**src/rtl/dds_wave_gen.sv**
```systemverilog
// Phase-accumulator waveform generator: saw/triangle/square/zero with wrap-synchronised
// frequency updates, phase offset and power-of-two attenuation, three-stage output pipeline.
module dds_wave_gen #(
  parameter int               ACC_W     = 24,
  parameter logic [ACC_W-1:0] FWORD_RST = '0
) (
  input  logic             clk,
  input  logic             rst,
  input  logic             en,
  input  logic             sync,
  input  logic [ACC_W-1:0] fword_in,
  input  logic             fword_load,
  input  logic [1:0]       wave_sel,
  input  logic [2:0]       amp_shift,
  input  logic [7:0]       phase_off,
  output logic [7:0]       sine,
  output logic             sample_valid,
  output logic             wrap
);

  localparam logic [1:0] SEL_SAW    = 2'b00;
  localparam logic [1:0] SEL_TRI    = 2'b01;
  localparam logic [1:0] SEL_SQUARE = 2'b10;

  logic [ACC_W-1:0] phase;
  logic [ACC_W-1:0] f_act;
  logic [ACC_W-1:0] f_pend;
  logic             pend_flag;
  logic [ACC_W:0]   sum;
  logic             carry;
  logic             advance;
  logic             transfer;

  logic             v0;
  logic [7:0]       p8;
  logic [1:0]       sel1;
  logic [2:0]       amp1;
  logic             v1;
  logic [7:0]       w;
  logic [7:0]       tri_raw;
  logic signed [7:0] w_r;
  logic [2:0]       amp2;
  logic             v2;

  assign sum     = {1'b0, phase} + {1'b0, f_act};
  assign carry   = sum[ACC_W];
  assign advance = en & ~sync;

  // A stalled generator (f_act == 0) never wraps, so a pending word is taken immediately.
  assign transfer = pend_flag & ((advance & carry) | (f_act == '0));

  always_ff @(posedge clk or posedge rst) begin
    if (rst) begin
      phase <= '0;
      wrap  <= 1'b0;
    end else if (sync) begin
      phase <= '0;
      wrap  <= 1'b0;
    end else if (en) begin
      phase <= sum[ACC_W-1:0];
      wrap  <= carry;
    end else begin
      wrap  <= 1'b0;
    end
  end

  always_ff @(posedge clk or posedge rst) begin
    if (rst) begin
      f_act     <= FWORD_RST;
      f_pend    <= '0;
      pend_flag <= 1'b0;
    end else begin
      if (transfer) begin
        f_act <= f_pend;
      end
      if (fword_load) begin
        f_pend    <= fword_in;
        pend_flag <= 1'b1;
      end else if (transfer) begin
        pend_flag <= 1'b0;
      end
    end
  end

  // v0 marks that the accumulator was updated on this edge; it travels with the sample.
  always_ff @(posedge clk or posedge rst) begin
    if (rst) begin
      v0   <= 1'b0;
      p8   <= '0;
      sel1 <= '0;
      amp1 <= '0;
      v1   <= 1'b0;
    end else begin
      v0   <= en | sync;
      p8   <= phase[ACC_W-1 -: 8] + phase_off;
      sel1 <= wave_sel;
      amp1 <= amp_shift;
      v1   <= v0;
    end
  end

  always_comb begin
    tri_raw = p8[7] ? ~{p8[6:0], 1'b0} : {p8[6:0], 1'b0};
    w       = 8'h00;
    case (sel1)
      SEL_SAW:    w = p8 ^ 8'h80;
      SEL_TRI:    w = tri_raw ^ 8'h80;
      SEL_SQUARE: w = p8[7] ? 8'h80 : 8'h7F;
      default:    w = 8'h00;
    endcase
  end

  always_ff @(posedge clk or posedge rst) begin
    if (rst) begin
      w_r  <= '0;
      amp2 <= '0;
      v2   <= 1'b0;
    end else begin
      w_r  <= w;
      amp2 <= amp1;
      v2   <= v1;
    end
  end

  always_ff @(posedge clk or posedge rst) begin
    if (rst) begin
      sine         <= '0;
      sample_valid <= 1'b0;
    end else begin
      sine         <= w_r >>> amp2;
      sample_valid <= v2;
    end
  end

endmodule

```
**config.mk**
```make
export PLATFORM = sky130hd
export DESIGN_NAME = dds_wave_gen
export DESIGN_NICKNAME = d
export VERILOG_FILES = /design/src/rtl/dds_wave_gen.sv
export SDC_FILE = /design/constraint.sdc
export NUM_CORES = 1
export LEC_CHECK = 0
export ABC_AREA = 1
export CAP_MARGIN = 20
export CORE_MARGIN = 4
export CORE_UTILIZATION = 63
export CTS_CLUSTER_SIZE = 14
export DETAILED_ROUTE_END_ITERATION = 10
export MAX_ROUTING_LAYER = met4
export PLACE_DENSITY = 0.86
export REMOVE_ABC_BUFFERS = 1
export SLEW_MARGIN = 25
export SYNTH_ARGS = -nofsm -noshare
export SYNTH_HDL_FRONTEND = slang
export SYNTH_SLANG_ARGS = --single-unit
```
**constraint.sdc**
```tcl
create_clock -name clk -period 6.3 [get_ports clk]
set_input_delay 1.26 -clock clk [delete_from_list [all_inputs] [get_ports clk]]
set_output_delay 1.26 -clock clk [all_outputs]
set_load 0.02 [all_outputs]
```
---- Yosys cells after proc, flatten, opt, wreduce, memory -nomap -nowiden ----
Index checks and enable logic that the tools add are counted.
operators by class
  add/sub/neg operators ................... 2
  equal/unequal tests ..................... 2
  shift operators ......................... 1
  mux-type cells .......................... 9
  bitwise logic cells ..................... 9
  reduce and logical (&&, ||, !) cells .... 4
operators with widths
  cell                                           number
  two-way mux 24 bit                             2
  adder 24 x 24 -> 25 bit                        1
  logical NOT 24 bit                             1
  one-hot mux 8 bit (3 select lines)             1
  two-way mux 8 bit                              2
  adder 8 bit                                    1
  inverter 8 bit                                 1
  >>> shifter 8 x 3 -> 8 bit                     1
  two-way mux 1 bit                              4
  nonzero test 2 bit                             2
  bitwise AND 1 bit                              3
  inverter 1 bit                                 3
  == test 2 x 1 -> 1 bit, second input constant  1
  == test 2 bit, second input constant           1
  logical NOT 2 bit                              1
  OR 1 bit                                       2
storage, ports and cells
  register bits ........................... 110
  input bits .............................. 42
  word-level logic and storage cells ...... 42

---- Depth between registers and ports, before layout ----
  depth after elaboration ................. 7
  mapped depth ............................ 16

---- Worst setup path before layout ----
Ideal clock, no wire load.
  path type ............................... input port to flip-flop
  start ................................... input port phase_off[0]
  end ..................................... register p8[6]
  library setup time ...................... 0.122 ns
  data arrival time ....................... 2.416 ns
  slack ................................... 3.761 ns
  cell stages on the path ................. 8
  path buffers ............................ 0
  cell sequence ........................... ha_1 > inv_1 > fa_1 > o21ai_0 > a21oi_1 > nor2_1 > nor2_1 > xnor2_1
on the way
  cells in the longest elaborated chain, start to end .. 1
ends and longest elaborated chain
  element                 line  source
  start: declaration      15    input logic [7:0] phase_off,
  adder 8 bit             95    p8 <= phase[ACC_W-1 -: 8] + phase_off;
  end signal: assignment  95
  end: declaration        35    logic [7:0] p8;
Every way passes these cells.
A chain may end at the register's enable or synchronous reset.

---- Final worst setup path ----
Ends and elaborated chain as after synthesis.

==> metrics <==
status completed; #FFs+latches synth 110; Post-CTS Hold Buffers 0; Total Die Area 11100 sq um; DRT iter0 DRCs 373; chip width 106 um; Cells after DPL 927; clk_lat worst skew 0.37 ns; CP Capture Type flip-flop; Final Wtd Congestion 0.946; row cnt 35; n_diodes 0; endpoints failing hold 0; 1st-pass router iterations 5; DRC violations left 0; GRT overflow 0; Via Count 5122; Setup Fix Bufs, Post-CTS 0; pre-CTS setup slack 3.17 ns; fin crit period 2.73 ns; CTS Buf Count 9; Final Power 2.54 mW; Routed WL 13100 um; Worst-Margin Slew 0.874 ns; critical path class input port to flip-flop; Worst Path Arrival 3.00 ns; Syn Inst Count 762; All-Layer GR Usage 0.258; Power Density 372 nW/um^2; P&R area growth vs syn 13.8%; Max-cap violations 0; global-route wire length before repair 22500 um; share of layout cells above drive strength 1 0.0504; post-synthesis sequential area ratio 0.459; Yosys Warn Count 0; Synth area leader dfrtp_1; Slew HR 0.418; top cells by area, synth dfrtp_1, nand2_1, ha_1, inv_1, nand3_1; Synth cell types 40; Clock Sinks 110; Avg WL per Cell 13.9 um; Max Slew Vio Count 0; Max FO, Critical Path 2; antenna violations before repair 0; Max clock buf depth 2; Fin Clk Skew 0.0106 ns; synthesized area 6000 sq um; Clock transition at path regs 0.09 ns; vias per cell 5.43; area share of the leading cell type in the synthesized netlist 0.459; CTS resizes 0; antenna-violating nets left 0; startpoint class of the critical path input port; Final WS setup 3.57 ns; Avg Inst Size Synth 7.87 sq um; largest net degree at the start of global routing 72; Final Setup Violations 0; CTS tree built; Required @ worst endpoint 6.56 ns; Max Clk Rate 366 MHz; number of global-route vias before repair 5045; port buffer count 51; final net count 884; hpwl dp 10000 um; Die Ht 106 um; Lkg Pwr 3.59 nW; Top-Level Pins 52; Post-Route Setup TNS 0 ns; RSZ-0062 raised after global routing no; filler instances 737; initial core utilization 0.649; Core Footprint 9240 sq um; Final period util 0.434; H-tree depth 3; fin cells 943; Peak VDD IR 250 uV; Root Buffer clkbuf_8; HP Class flip-flop to flip-flop
placed cells by master, fill, tap and decap left out, types with 6 or more instances in the layout:
cell type	instances
nor2_1	44
o21ai_0	41
clkdlybuf4s50_1	51
xnor2_1	8
nor4_1	6
o211ai_1	7
nand4_1	8
inv_1	70
clkbuf_8	10
nand2_1	275
a21oi_1	40
nand2_2	10
dfrtp_1	110
nand3_1	52
ha_1	31
metrics by stage:
step                      hold slack [ns]  utilization  area, sq um
after CTS                           0.356        0.739         6830
after floorplan                     0.331            -         5900
after global routing                0.365        0.739         6830
after global placement              0.332        0.714         6600
final                               0.356        0.739         6830
after detailed placement            0.336        0.714         6600
cell type report:
class / instances / area, sq um / share of cell area
timing repair buffer: 54 / 533 / 0.0781
multi-input combinational: 561 / 2870 / 0.421
inverter: 73 / 277 / 0.0405
tap: 129 / 161 / 0.0236
sequential: 110 / 2750 / 0.403
clock inverter: 6 / 91.3 / 0.0134
clock buffer: 10 / 138 / 0.0202
power breakdown:
part | leakage [nW] | internal, mW | switching [mW]
clock network | 0.117 | 0.238 | 0.232
registers | 1.38 | 0.908 | 0.184
logic | 2.09 | 0.393 | 0.584
total | 3.59 | 1.54 | 1.00
worst max-delay path, cell delays in order:
cell and delay (ns):
clkdlybuf4s50_1 0.46, ha_1 0.16, inv_1 0.05, fa_1 0.39
o21ai_0 0.30, a21oi_1 0.11, nor2_1 0.10, nor2_1 0.06
xnor2_1 0.11
layer usage:
metal | wire [um] | part of all wire | global-route usage | vias up
met2 | 6430 | 0.49 | 0.434 | 161
li1 | - | - | - | 2558
met1 | 5460 | 0.42 | 0.303 | 2358
met5 | 0 | 0 | - | -
met4 | 493 | 0.038 | 0.115 | 0
met3 | 692 | 0.053 | 0.0478 | 45
logic make-up after synthesis:
family                   after synthesis  synth area share
AO/OA/AOI/OAI                         98            0.0897
XOR/XNOR                              13            0.0190
adder cells (fa/ha/maj)               33            0.0713
buffers and inverters                 91            0.0622
flip-flops                           110             0.459
multiplexers                           3           0.00501
AND/OR/NAND/NOR                      414             0.294
synth_stat cells:
cell,n
buf_6,4
nor4_1,6
a21oi_1,40
clkinv_1,1
clkbuf_1,13
inv_1,71
and2_0,2
inv_2,1
nand2_4,2
nor3_1,2
o21ai_0,41
nand2_2,10
nor2_4,1
nand3b_1,3
o22ai_1,1
nand4_1,8
nor2_1,44
fa_1,2
o221ai_1,1
or2_2,2
buf_2,1
nor3b_1,2
nand2_8,1
nand3_1,52
o211ai_1,7
nand3_2,1
dfrtp_1,110
nor2_2,2
o21bai_1,3
ha_1,31
mux2i_1,3
nand2_1,275
xor2_1,5
a21oi_2,1
a21o_1,1
a32o_1,1
a22o_1,1
xnor2_1,8
o21a_1,1
or2_1,1
path summary, 6_finish.rpt:
kind	slack (ns)	start	depth (start not counted)	end
max	3.57	phase_off[0]	9	p8[6]$_DFF_PP0_
min	0.36	v2$_DFF_PP0_	0	sample_valid$_DFF_PP0_
max reg2reg	3.96	f_act[0]$_DFFE_PP0P_	15	f_act[15]$_DFFE_PP0P_
min reg2reg	0.36	v2$_DFF_PP0_	0	sample_valid$_DFF_PP0_
max in group asynchronous	3.92	rst	3	w_r[7]$_DFF_PP0_
min in group asynchronous	1.39	rst	2	v2$_DFF_PP0_
state kept, by name, indices dropped and copies added (netlist names):
register / cells
amp1: 3
amp2: 3
f_act: 24
f_pend: 24
p8: 8
pend_flag: 1
phase: 24
sample_valid: 1
sel1: 2
sine: 8
v0: 1
v1: 1
v2: 1
w_r: 8
wrap: 1
No activity file was read; power rests on OpenSTA's default activity.
